<file path="src/rtl/ntt_pkg.sv">
// Shared types and default geometry for the NTT row buffer.
package ntt_pkg;

    typedef enum logic [1:0] {StLoad, StIssue, StCapture, StDrain} state_e;

    localparam int unsigned DefLanes = 8;
    localparam int unsigned DefWidth = 8;
    localparam int unsigned DefDepth = 8;
    // Width of one packed row, lane 0 in the LSBs.
    localparam int unsigned DefRowW  = DefLanes * DefWidth;

endpackage

</file>
<file path="src/rtl/ntt_row_buffer_if.sv">
// Row traffic of the NTT row buffer: load, issue, result capture and readout.
interface ntt_row_buffer_if import ntt_pkg::*; #(
    parameter int unsigned LANES = DefLanes,
    parameter int unsigned WIDTH = DefWidth
);
    localparam int unsigned ROW_W = LANES * WIDTH;

    logic             wr_valid;
    logic             wr_ready;
    logic [ROW_W-1:0] wr_data;
    logic             iss_valid;
    logic             iss_ready;
    logic [ROW_W-1:0] iss_data;
    logic             res_valid;
    logic [ROW_W-1:0] res_data;
    logic             rd_valid;
    logic             rd_ready;
    logic [ROW_W-1:0] rd_data;

    // master is the surrounding system (row source, NTT engine, row sink).
    modport master (
        output wr_valid, wr_data, iss_ready, res_valid, res_data, rd_ready,
        input  wr_ready, iss_valid, iss_data, rd_valid, rd_data
    );

    modport slave (
        input  wr_valid, wr_data, iss_ready, res_valid, res_data, rd_ready,
        output wr_ready, iss_valid, iss_data, rd_valid, rd_data
    );

endinterface

</file>
<file path="src/rtl/ntt_row_bank.sv">
// Row storage: one synchronous write port, one combinational read port.
module ntt_row_bank import ntt_pkg::*; #(
    parameter int unsigned DEPTH = DefDepth,
    parameter int unsigned ROW_W = DefRowW
) (
    input  logic                     clk,
    input  logic                     we,
    input  logic [$clog2(DEPTH)-1:0] waddr,
    input  logic [ROW_W-1:0]         wdata,
    input  logic [$clog2(DEPTH)-1:0] raddr,
    output logic [ROW_W-1:0]         rdata
);

    logic [ROW_W-1:0] mem [DEPTH];

    always_ff @(posedge clk) begin
        if (we) begin
            mem[waddr] <= wdata;
        end
    end

    assign rdata = mem[raddr];

endmodule

</file>
<file path="src/rtl/ntt_row_buffer.sv">
// Block buffer between a row source, an NTT engine and a row sink.
// Optional twiddle table enabled by NTT_ROW_BUFFER_TWIDDLE_EN.
module ntt_row_buffer import ntt_pkg::*; #(
    parameter int unsigned LANES = DefLanes,
    parameter int unsigned WIDTH = DefWidth,
    parameter int unsigned DEPTH = DefDepth
) (
    input  logic                           clk,
    input  logic                           rst,
    ntt_row_buffer_if.slave                bus,
    output logic                           busy,
    output logic                           ovf_err,
    input  logic                           tw_we,
    input  logic [$clog2(DEPTH*LANES)-1:0] tw_addr,
    input  logic [WIDTH-1:0]               tw_wdata,
    input  logic [$clog2(DEPTH*LANES)-1:0] tw_raddr,
    output logic [WIDTH-1:0]               tw_rdata
);

    localparam int unsigned AW    = $clog2(DEPTH);
    localparam int unsigned PW    = AW + 1;
    localparam int unsigned ROW_W = LANES * WIDTH;
    localparam logic [PW-1:0] LAST  = PW'(DEPTH - 1);

    state_e        state_q;
    logic [PW-1:0] wr_ptr_q, iss_ptr_q, cap_ptr_q, rd_ptr_q;
    logic          wr_ready_q, iss_valid_q, rd_valid_q, busy_q, ovf_q;

    logic wr_fire, iss_fire, rd_fire, cap_ok, res_drop;

    always_comb begin
        wr_fire  = bus.wr_valid & wr_ready_q;
        iss_fire = bus.iss_ready & iss_valid_q;
        rd_fire  = bus.rd_ready & rd_valid_q;
        cap_ok   = 1'b0;
        // A result may only land in a slot whose row has been issued, this cycle included.
        if (bus.res_valid) begin
            if (state_q == StCapture) begin
                cap_ok = 1'b1;
            end else if (state_q == StIssue) begin
                cap_ok = cap_ptr_q < (iss_ptr_q + PW'(iss_fire));
            end
        end
        res_drop = bus.res_valid & ~cap_ok;
    end

    always_ff @(posedge clk) begin
        if (rst) begin
            state_q     <= StLoad;
            wr_ptr_q    <= '0;
            iss_ptr_q   <= '0;
            cap_ptr_q   <= '0;
            rd_ptr_q    <= '0;
            wr_ready_q  <= 1'b1;
            iss_valid_q <= 1'b0;
            rd_valid_q  <= 1'b0;
            busy_q      <= 1'b0;
            ovf_q       <= 1'b0;
        end else begin
            if (res_drop) begin
                ovf_q <= 1'b1;
            end
            if (cap_ok) begin
                cap_ptr_q <= cap_ptr_q + 1'b1;
            end
            unique case (state_q)
                StLoad: begin
                    if (wr_fire) begin
                        if (wr_ptr_q == LAST) begin
                            wr_ptr_q    <= '0;
                            state_q     <= StIssue;
                            wr_ready_q  <= 1'b0;
                            iss_valid_q <= 1'b1;
                            busy_q      <= 1'b1;
                        end else begin
                            wr_ptr_q <= wr_ptr_q + 1'b1;
                        end
                    end
                end
                StIssue: begin
                    if (iss_fire) begin
                        if (iss_ptr_q == LAST) begin
                            iss_ptr_q   <= '0;
                            iss_valid_q <= 1'b0;
                            if (cap_ok && cap_ptr_q == LAST) begin
                                cap_ptr_q  <= '0;
                                state_q    <= StDrain;
                                rd_valid_q <= 1'b1;
                            end else begin
                                state_q <= StCapture;
                            end
                        end else begin
                            iss_ptr_q <= iss_ptr_q + 1'b1;
                        end
                    end
                end
                StCapture: begin
                    if (cap_ok && cap_ptr_q == LAST) begin
                        cap_ptr_q  <= '0;
                        state_q    <= StDrain;
                        rd_valid_q <= 1'b1;
                    end
                end
                StDrain: begin
                    if (rd_fire) begin
                        if (rd_ptr_q == LAST) begin
                            rd_ptr_q   <= '0;
                            state_q    <= StLoad;
                            rd_valid_q <= 1'b0;
                            wr_ready_q <= 1'b1;
                            busy_q     <= 1'b0;
                        end else begin
                            rd_ptr_q <= rd_ptr_q + 1'b1;
                        end
                    end
                end
                default: state_q <= StLoad;
            endcase
        end
    end

    ntt_row_bank #(
        .DEPTH (DEPTH),
        .ROW_W (ROW_W)
    ) u_in_bank (
        .clk   (clk),
        .we    (wr_fire & ~rst),
        .waddr (wr_ptr_q[AW-1:0]),
        .wdata (bus.wr_data),
        .raddr (iss_ptr_q[AW-1:0]),
        .rdata (bus.iss_data)
    );

    ntt_row_bank #(
        .DEPTH (DEPTH),
        .ROW_W (ROW_W)
    ) u_res_bank (
        .clk   (clk),
        .we    (cap_ok & ~rst),
        .waddr (cap_ptr_q[AW-1:0]),
        .wdata (bus.res_data),
        .raddr (rd_ptr_q[AW-1:0]),
        .rdata (bus.rd_data)
    );

    assign bus.wr_ready  = wr_ready_q;
    assign bus.iss_valid = iss_valid_q;
    assign bus.rd_valid  = rd_valid_q;
    assign busy          = busy_q;
    assign ovf_err       = ovf_q;

`ifdef NTT_ROW_BUFFER_TWIDDLE_EN
    // Table contents survive rst on purpose; only software writes change them.
    logic [WIDTH-1:0] tw_mem [DEPTH*LANES];
    logic [WIDTH-1:0] tw_rdata_q;

    always_ff @(posedge clk) begin
        if (tw_we) begin
            tw_mem[tw_addr] <= tw_wdata;
        end
        tw_rdata_q <= tw_mem[tw_raddr];
    end

    assign tw_rdata = tw_rdata_q;
`else
    logic unused_tw;
    assign unused_tw = ^{tw_we, tw_addr, tw_wdata, tw_raddr};
    assign tw_rdata  = '0;
`endif

endmodule

</file>
<file path="src/flat_wrapper.sv">
// flat-port wrapper written by rule: the top's interface ports become plain ports
module ntt_row_buffer_flat import ntt_pkg::*;
#(
    parameter int unsigned LANES = DefLanes,
    parameter int unsigned WIDTH = DefWidth,
    parameter int unsigned DEPTH = DefDepth
)
  (clk, rst, busy, ovf_err, tw_we, tw_addr, tw_wdata, tw_raddr, tw_rdata, bus_wr_valid, bus_wr_data, bus_iss_ready, bus_res_valid, bus_res_data, bus_rd_ready, bus_wr_ready, bus_iss_valid, bus_iss_data, bus_rd_valid, bus_rd_data);
  ntt_row_buffer_if #(.LANES(LANES), .WIDTH(WIDTH)) bus_i ();
  input  logic clk;
  input  logic rst;
  output logic busy;
  output logic ovf_err;
  input  logic tw_we;
  input  logic [$clog2(DEPTH*LANES)-1:0] tw_addr;
  input  logic [WIDTH-1:0] tw_wdata;
  input  logic [$clog2(DEPTH*LANES)-1:0] tw_raddr;
  output logic [WIDTH-1:0] tw_rdata;
  input wire logic [$bits(bus_i.wr_valid)-1:0] bus_wr_valid;
  input wire logic [$bits(bus_i.wr_data)-1:0] bus_wr_data;
  input wire logic [$bits(bus_i.iss_ready)-1:0] bus_iss_ready;
  input wire logic [$bits(bus_i.res_valid)-1:0] bus_res_valid;
  input wire logic [$bits(bus_i.res_data)-1:0] bus_res_data;
  input wire logic [$bits(bus_i.rd_ready)-1:0] bus_rd_ready;
  output wire logic [$bits(bus_i.wr_ready)-1:0] bus_wr_ready;
  output wire logic [$bits(bus_i.iss_valid)-1:0] bus_iss_valid;
  output wire logic [$bits(bus_i.iss_data)-1:0] bus_iss_data;
  output wire logic [$bits(bus_i.rd_valid)-1:0] bus_rd_valid;
  output wire logic [$bits(bus_i.rd_data)-1:0] bus_rd_data;
  assign bus_i.wr_valid = bus_wr_valid;
  assign bus_i.wr_data = bus_wr_data;
  assign bus_i.iss_ready = bus_iss_ready;
  assign bus_i.res_valid = bus_res_valid;
  assign bus_i.res_data = bus_res_data;
  assign bus_i.rd_ready = bus_rd_ready;
  assign bus_wr_ready = bus_i.wr_ready;
  assign bus_iss_valid = bus_i.iss_valid;
  assign bus_iss_data = bus_i.iss_data;
  assign bus_rd_valid = bus_i.rd_valid;
  assign bus_rd_data = bus_i.rd_data;
  ntt_row_buffer #(.LANES(LANES), .WIDTH(WIDTH), .DEPTH(DEPTH)) u_core (.clk(clk), .rst(rst), .bus(bus_i), .busy(busy), .ovf_err(ovf_err), .tw_we(tw_we), .tw_addr(tw_addr), .tw_wdata(tw_wdata), .tw_raddr(tw_raddr), .tw_rdata(tw_rdata));
endmodule
</file>
<file path="config.mk">
export PLATFORM = sky130hd
export DESIGN_NAME = ntt_row_buffer_flat
export DESIGN_NICKNAME = d
export VERILOG_FILES = /design/src/rtl/ntt_pkg.sv /design/src/rtl/ntt_row_buffer_if.sv /design/src/rtl/ntt_row_bank.sv /design/src/rtl/ntt_row_buffer.sv /design/src/flat_wrapper.sv
export SDC_FILE = /design/constraint.sdc
export NUM_CORES = 1
export LEC_CHECK = 0
export ABC_AREA = 1
export BUFFER_PORTS_ARGS = -buffer_cell sky130_fd_sc_hd__buf_2
export CAP_MARGIN = 0
export CORE_MARGIN = 2
export CORE_UTILIZATION = 30
export DETAILED_ROUTE_END_ITERATION = 6
export SLEW_MARGIN = 40
export SYNTH_ARGS = -nofsm -noshare
export SYNTH_HDL_FRONTEND = slang
export SYNTH_HIERARCHICAL = 1
export SYNTH_SLANG_ARGS = --single-unit
</file>
<file path="constraint.sdc">
create_clock -name clk -period 11 [get_ports clk]
set_clock_uncertainty 0.1 [all_clocks]
set_input_delay 2.75 -clock clk [delete_from_list [all_inputs] [get_ports clk]]
set_output_delay 2.75 -clock clk [all_outputs]
set_load 0.01 [all_outputs]
</file>
==> results.yml, run 1 <==
clocking:
  cts_tree: "done"
  clkSinkCount: 1047
  cts_setup_buffers: 0
  insertion_delay_ns: 0.73
  hold_buffers: 0
  clockRootBuffer: "clkbuf_16"
  path_clk_slew_ns: 0.06
  cts_max_level: 3
  cts_buffers: 110
  cts_resized: 0
  clockBufferDepth: 3
sta:
  fin_crit_ns: 6.46
  hold_violations: 0
  finalCritPeriodShare_pct: 58.7
  setup_viol: 0
  rsz0062_at_grt: "false"
  fmax_mhz: 155
  worst_pin_slew_ns: 0.866
  relSlewSlack_pct: 42.3
  fin_setup_tns_ns: 0
  whs_ns: 0.355
  drv_slew: 0
  final_critical_path_setup_slack_ns: 4.54
status:
  status: "finished, final reports clean"
synth:
  syn_area_per_cell_um2: 9.91
  synthArstFlopShare_pct: 0
  synth-edff-count: 1024
  post_synth_num_cell_types: 34
  ys_seq_area_share_pct: 67.5
  yosys_warnings: 6
  syn_inst: 4663
  ys_seq_elements: 1047
  synth_area_um2: 46200
  synth_flop_cell: "edfxtp_1"
cells_and_area:
  regArea_um2: 31200
  area_delta_synth_final_pct: 15.2
  fin_area_um2: 53200
  fin_nets: 5060
  drive_gt1_share_pct: 10.2
  fin_cells: 7036
  multi_input_area_um2: 9840
  n_fill_cell: 15100
  fin_util_pct: 34.7
place:
  place_area_um2: 49600
  hpwl_um: 58200
  dp_cells: 6824
  port_buffers: 266
  gp_congestion: 0.769
  dp_slack_ns: 4.40
setup_path:
  cp_data_arrival_time_ns: 3.61
  worstSetupStartpointType: "register"
  cp_max_fo: 60
  reg2reg_slack_ns: 6.63
  critPathRequiredTime_ns: 8.15
  r2r_end: "u_core/u_res_bank/mem[5][31]"
  crit_path_end_kind: "primary output"
  critPathKind: "reg -> out"
  r2r_start: "u_core/iss_ptr_q[0]"
  worstRegToRegCells: 13
  crit_start: "u_core/rd_ptr_q[0]"
power_and_ir_drop:
  powerDensity_nw_per_um2: 167
  leakage_nw: 23.8
  finalPower_mw: 8.87
  ir_worst_vdd_mv: 0.167
job:
  drv_cap: 0
floorplan:
  core_um2: 154000
  die_area_um2: 157000
  die_h_um: 396
  pin_count: 296
  std_cell_rows: 144
  initial_core_util_pct: 30.1
  fp.dieW_um: 396
global_route:
  grt_max_degree: 167
  antenna_found_initial: 38
  grt_pass1_wl_um: 166000
  grt.total_usage_pct: 13.7
  gr-total-overflow: 0
  grt_pass1_vias: 29000
route:
  wire_per_inst_um: 15.5
  wl_um: 109000
  drc: 0
  via_count: 30100
  dr.pass1.iters: 6
  vias_per_cell: 4.28
  drtAntennaViolNets: 0
  drt-initial-drc-count: 1743
min_path:
  hold_class: "reg -> reg"
  hold_start: "u_core/ovf_err"
  holdPathStages: 2
  holdPathEnd: "u_core/ovf_err"
## worst max-delay path, stage by stage, from the launching register on
cell and delay [ns]:
dfxtp_4 0.74, buf_4 0.66, buf_4 0.65, nand2_1 0.12, nand3_1 0.10, nand2_1 0.06, nand2_1 0.05, nand2_1 0.17
buf_2 0.20
## flip-flops by register name, indices dropped and copies added, names as in the netlist, 2 cells and up
register               cells
u_core/iss_ptr_q           4
u_core/u_in_bank/mem     512
u_core/u_res_bank/mem    512
u_core/state_q             2
u_core/rd_ptr_q            4
u_core/wr_ptr_q            4
u_core/cap_ptr_q           4
## cell usage after synthesis (10+ instances only)
cell	count	area [um2]
clkbuf_1	19	71.3
nand3_1	519	2600
nor3_1	10	50.1
inv_1	1063	3990
dfxtp_1	23	460
ha_1	12	150
edfxtp_1	1024	30700
buf_6	27	304
nand2_1	1708	6410
a21oi_1	15	75.1
buf_4	44	330
o21ai_0	11	55.1
buf_2	108	541
nor2_1	35	131
## kinds of logic (layout without fill, tap and decap cells)
group                    Yosys count  after routing  share of synthesized area, %
AND/OR/NAND/NOR                 2285           2285                          20.1
buffers and inverters           1277           1590                          11.5
flip-flops                      1047           1047                          67.5
AO/OA/AOI/OAI                     39             39                         0.501
adder cells (fa/ha/maj)           12             12                         0.325
XOR/XNOR                           2              2                        0.0379
other                              1             17                       0.00812
## layer usage
metal	part of all wire (%)	global-route usage [%]	vias to the layer above
met3	6.6	3.52	208
met4	2.6	4.37	38
li1	-	-	14900
met1	44	17.3	14200
met2	47	22.8	714
met5	0.22	0	-
## cell type report
| type | instances | share of cell area [%] |
|---|---|---|
| multi-input cells | 2346 | 18.5 |
| clock inverters | 66 | 1.40 |
| inverters | 1071 | 7.60 |
| diodes | 9 | 0.0423 |
| well taps | 2044 | 4.81 |
| flip-flops and latches | 1047 | 58.7 |
| clock buffers | 136 | 5.36 |
| repair buffers | 317 | 3.61 |
## where the power goes
group | internal, mW | switching, mW | total (mW)
Combinational | 0.200 | 0.470 | 0.670
Clock | 2.13 | 1.55 | 3.67
Sequential | 4.49 | 0.0341 | 4.53
## worst max path at each step
| stage | end | slack, ns | depth (start not counted) |
|---|---|---|---|
| after CTS | bus_rd_data[17] | 4.43 | 8 |
| after floorplan | u_core/u_res_bank/mem[1][0] | 3.56 | 11 |
| after global placement | u_core/u_res_bank/mem[3][16] | 4.04 | 13 |
| after global routing | bus_rd_data[17] | 4.26 | 8 |
| final | bus_rd_data[17] | 4.54 | 8 |
| after detailed placement | u_core/u_res_bank/mem[5][9] | 4.40 | 14 |
## cells in the final DEF, fill, tap and decap left out, drive strengths merged, types with 12 or more instances in the layout
master / netlist / routed
ha: 12 / 12
buf: 187 / 317
clkbuf: 19 / 136
a21oi: 15 / 15
edfxtp: 1024 / 1024
clkinv: 0 / 47
nand2: 1713 / 1713
dfxtp: 23 / 23
o21ai: 15 / 15
bufinv: 0 / 12
inv: 1071 / 1073
nand3: 520 / 520
nor2: 36 / 36
No activity file was read; power rests on OpenSTA's default activity.
==> run 2: changes to the inputs <==
clock period = 5.85 ns   (was 11 ns; I/O delays follow)
==> run 2 against run 1 <==
Final cell count grew 0.11%. Critical path depth unchanged. Routed wire length rose by 0.38%. Worst setup slack got worse by 3.4 ns. Global-route usage increased by 0.064 points. Hold slack better by 0.045 ns. Non-clock buffer count is 10 higher. Via count shrank 0.11%. Sequential cell count did not move. Die area is the same. Largest cell class unchanged.
==> results.yml, run 2 (synthesized netlist as in run 1, its figures left out) <==
status:
  status: "finished, final reports clean"
cells_and_area:
  fin_util_pct: 34.8
  regArea_um2: 31200
  fin_nets: 5071
  reg_top3: "u_core/u_in_bank/mem (512), u_core/u_res_bank/mem (512)"
  drive_gt1_share_pct: 10.3
  layout_commonest_cell: "nand2_1"
  area_delta_synth_final_pct: 15.5
  fin_area_um2: 53400
  multi_input_area_um2: 9840
  n_fill_cell: 15200
  final_cell_mix: "1708 x nand2_1, 1061 x inv_1, 1024 x edfxtp_1"
setup_path:
  critPathSlowestCell: "dfxtp_4"
  r2r_start: "u_core/iss_ptr_q[0]"
  crit_top_cell: "nand2_1"
  critPathKind: "reg -> out"
  crit_start: "u_core/iss_ptr_q[0]"
  crit_chain: "buf_12 > buf_16 > nand2_1 > nand3_1 > nand2_1 > nand2_1 > nand2_1 > buf_2"
  critPathRequiredTime_ns: 4.29
  cp_max_fo: 108
  cp_data_arrival_time_ns: 3.11
  crit_cells: 8
  crit_buf_inv: 3
  critPathTopFamily: "buffers and inverters"
  worstSetupStartpointType: "register"
  cpPeakStageDelay_ns: 0.77
  crit_path_end_kind: "primary output"
  worstRegToRegCells: 12
floorplan:
  std_cell_rows: 144
  die_h_um: 396
  pin_count: 296
  initial_core_util_pct: 30.1
  die_area_um2: 157000
  core_um2: 154000
  fp.dieW_um: 396
global_route:
  antenna_found_initial: 40
  grt_max_degree: 166
  gr-total-overflow: 0
  grt_pass1_vias: 29100
  grt_pass1_wl_um: 167000
  grt.total_usage_pct: 13.7
clocking:
  hold_buffers: 0
  cts_setup_buffers: 0
  cts_tree: "done"
  path_clk_slew_ns: 0.06
  cts_max_level: 3
  clkSinkCount: 1047
  clockBufferDepth: 3
  cts_buffers: 111
  cts_resized: 0
  insertion_delay_ns: 0.74
  clockRootBuffer: "clkbuf_16"
sta:
  fin_crit_ns: 4.67
  relSlewSlack_pct: 46.0
  fmax_mhz: 214
  drv_slew: 0
  whs_ns: 0.400
  finalCritPeriodShare_pct: 79.9
  rsz0062_at_grt: "false"
  hold_violations: 0
  setup_viol: 0
  worst_pin_slew_ns: 0.811
route:
  wire_per_inst_um: 15.5
  via_count: 30100
  drc: 0
  met3WireLength_um: 7030
  routed-wl-met2_um: 52200
  drt-initial-drc-count: 2025
  dr.pass1.iters: 6
  drtAntennaViolNets: 0
  vias_per_cell: 4.27
  m1WireLength_um: 46800
  top_layer: "met5"
  wl_um: 109000
power_and_ir_drop:
  ir_worst_vdd_mv: 0.240
  finalPower_mw: 16.5
  leakage_nw: 23.8
  powerDensity_nw_per_um2: 308
min_path:
  hold_start: "u_core/wr_ptr_q[3]"
  hold_class: "reg -> reg"
  holdPathStages: 2
place:
  hpwl_um: 59400
  gp_congestion: 0.745
  place_area_um2: 49900
  port_buffers: 266
job:
  drv_cap: 0
==> run 2: changes by cell type in the layout (fill, tap and decap cells not counted), moves of 2 or more <==
cell / before / now
clkinv_2: 16 / 12
buf_12: 3 / 21
diode_2: 9 / 11
clkinvlp_4: 5 / 3
buf_6: 13 / 5
clkinv_4: 0 / 4
clkbuf_16: 110 / 114
bufinv_16: 12 / 5
clkbuf_1: 26 / 29
==> run 2: layer usage <==
metal,global-route usage (%),up-vias
met5,0,-
met4,4.65,36
met3,3.47,209
met2,23.3,682
met1,17.0,14200
li1,-,15000
==> run 2: where the power goes <==
part	internal [mW]	total, mW	switching (mW)
Combinational	0.396	1.28	0.889
Sequential	8.44	8.52	0.0741
Clock	3.79	6.65	2.86
==> run 2: final timing paths <==
| path | to | slack, ns |
|---|---|---|
| min | u_core/wr_ptr_q[3] | 0.40 |
| max reg2reg | u_core/u_res_bank/mem[1][35] | 1.68 |
| max | bus_iss_data[46] | 1.18 |
| min reg2reg | u_core/wr_ptr_q[3] | 0.40 |
==> run 2: area by class of cell <==
type	count	area share, %
sequential	1047	58.5
multi-input combinational	2346	18.4
inverter	1071	7.59
clock buffer	143	5.55
tap	2044	4.79
timing repair buffer	327	4.15
clock inverter	55	0.914
antenna	11	0.0516
==> run 2: stage by stage <==
step | TNS, ns | setup WS, ns | cells
floorplan | -135.19 | -0.305 | 4670
detailed placement | 0 | 1.01 | 6835
global placement | 0 | 1.05 | 6825
global route | 0 | 0.877 | 7041
finish | 0 | 1.18 | 7044
CTS | 0 | 1.02 | 7033
==> run 2: worst register-to-register path: stages, from the launching register on <==
cell	delay [ns]
dfxtp_4	0.77
nand3_1	0.25
nor3_1	0.30
xor2_1	0.20
ha_1	0.28
a211oi_2	0.21
nand2_2	0.10
nand2_4	0.09
nand2_4	0.07
nor2_1	0.13
nand2_1	0.26
nor2_4	0.60
buf_4	0.45
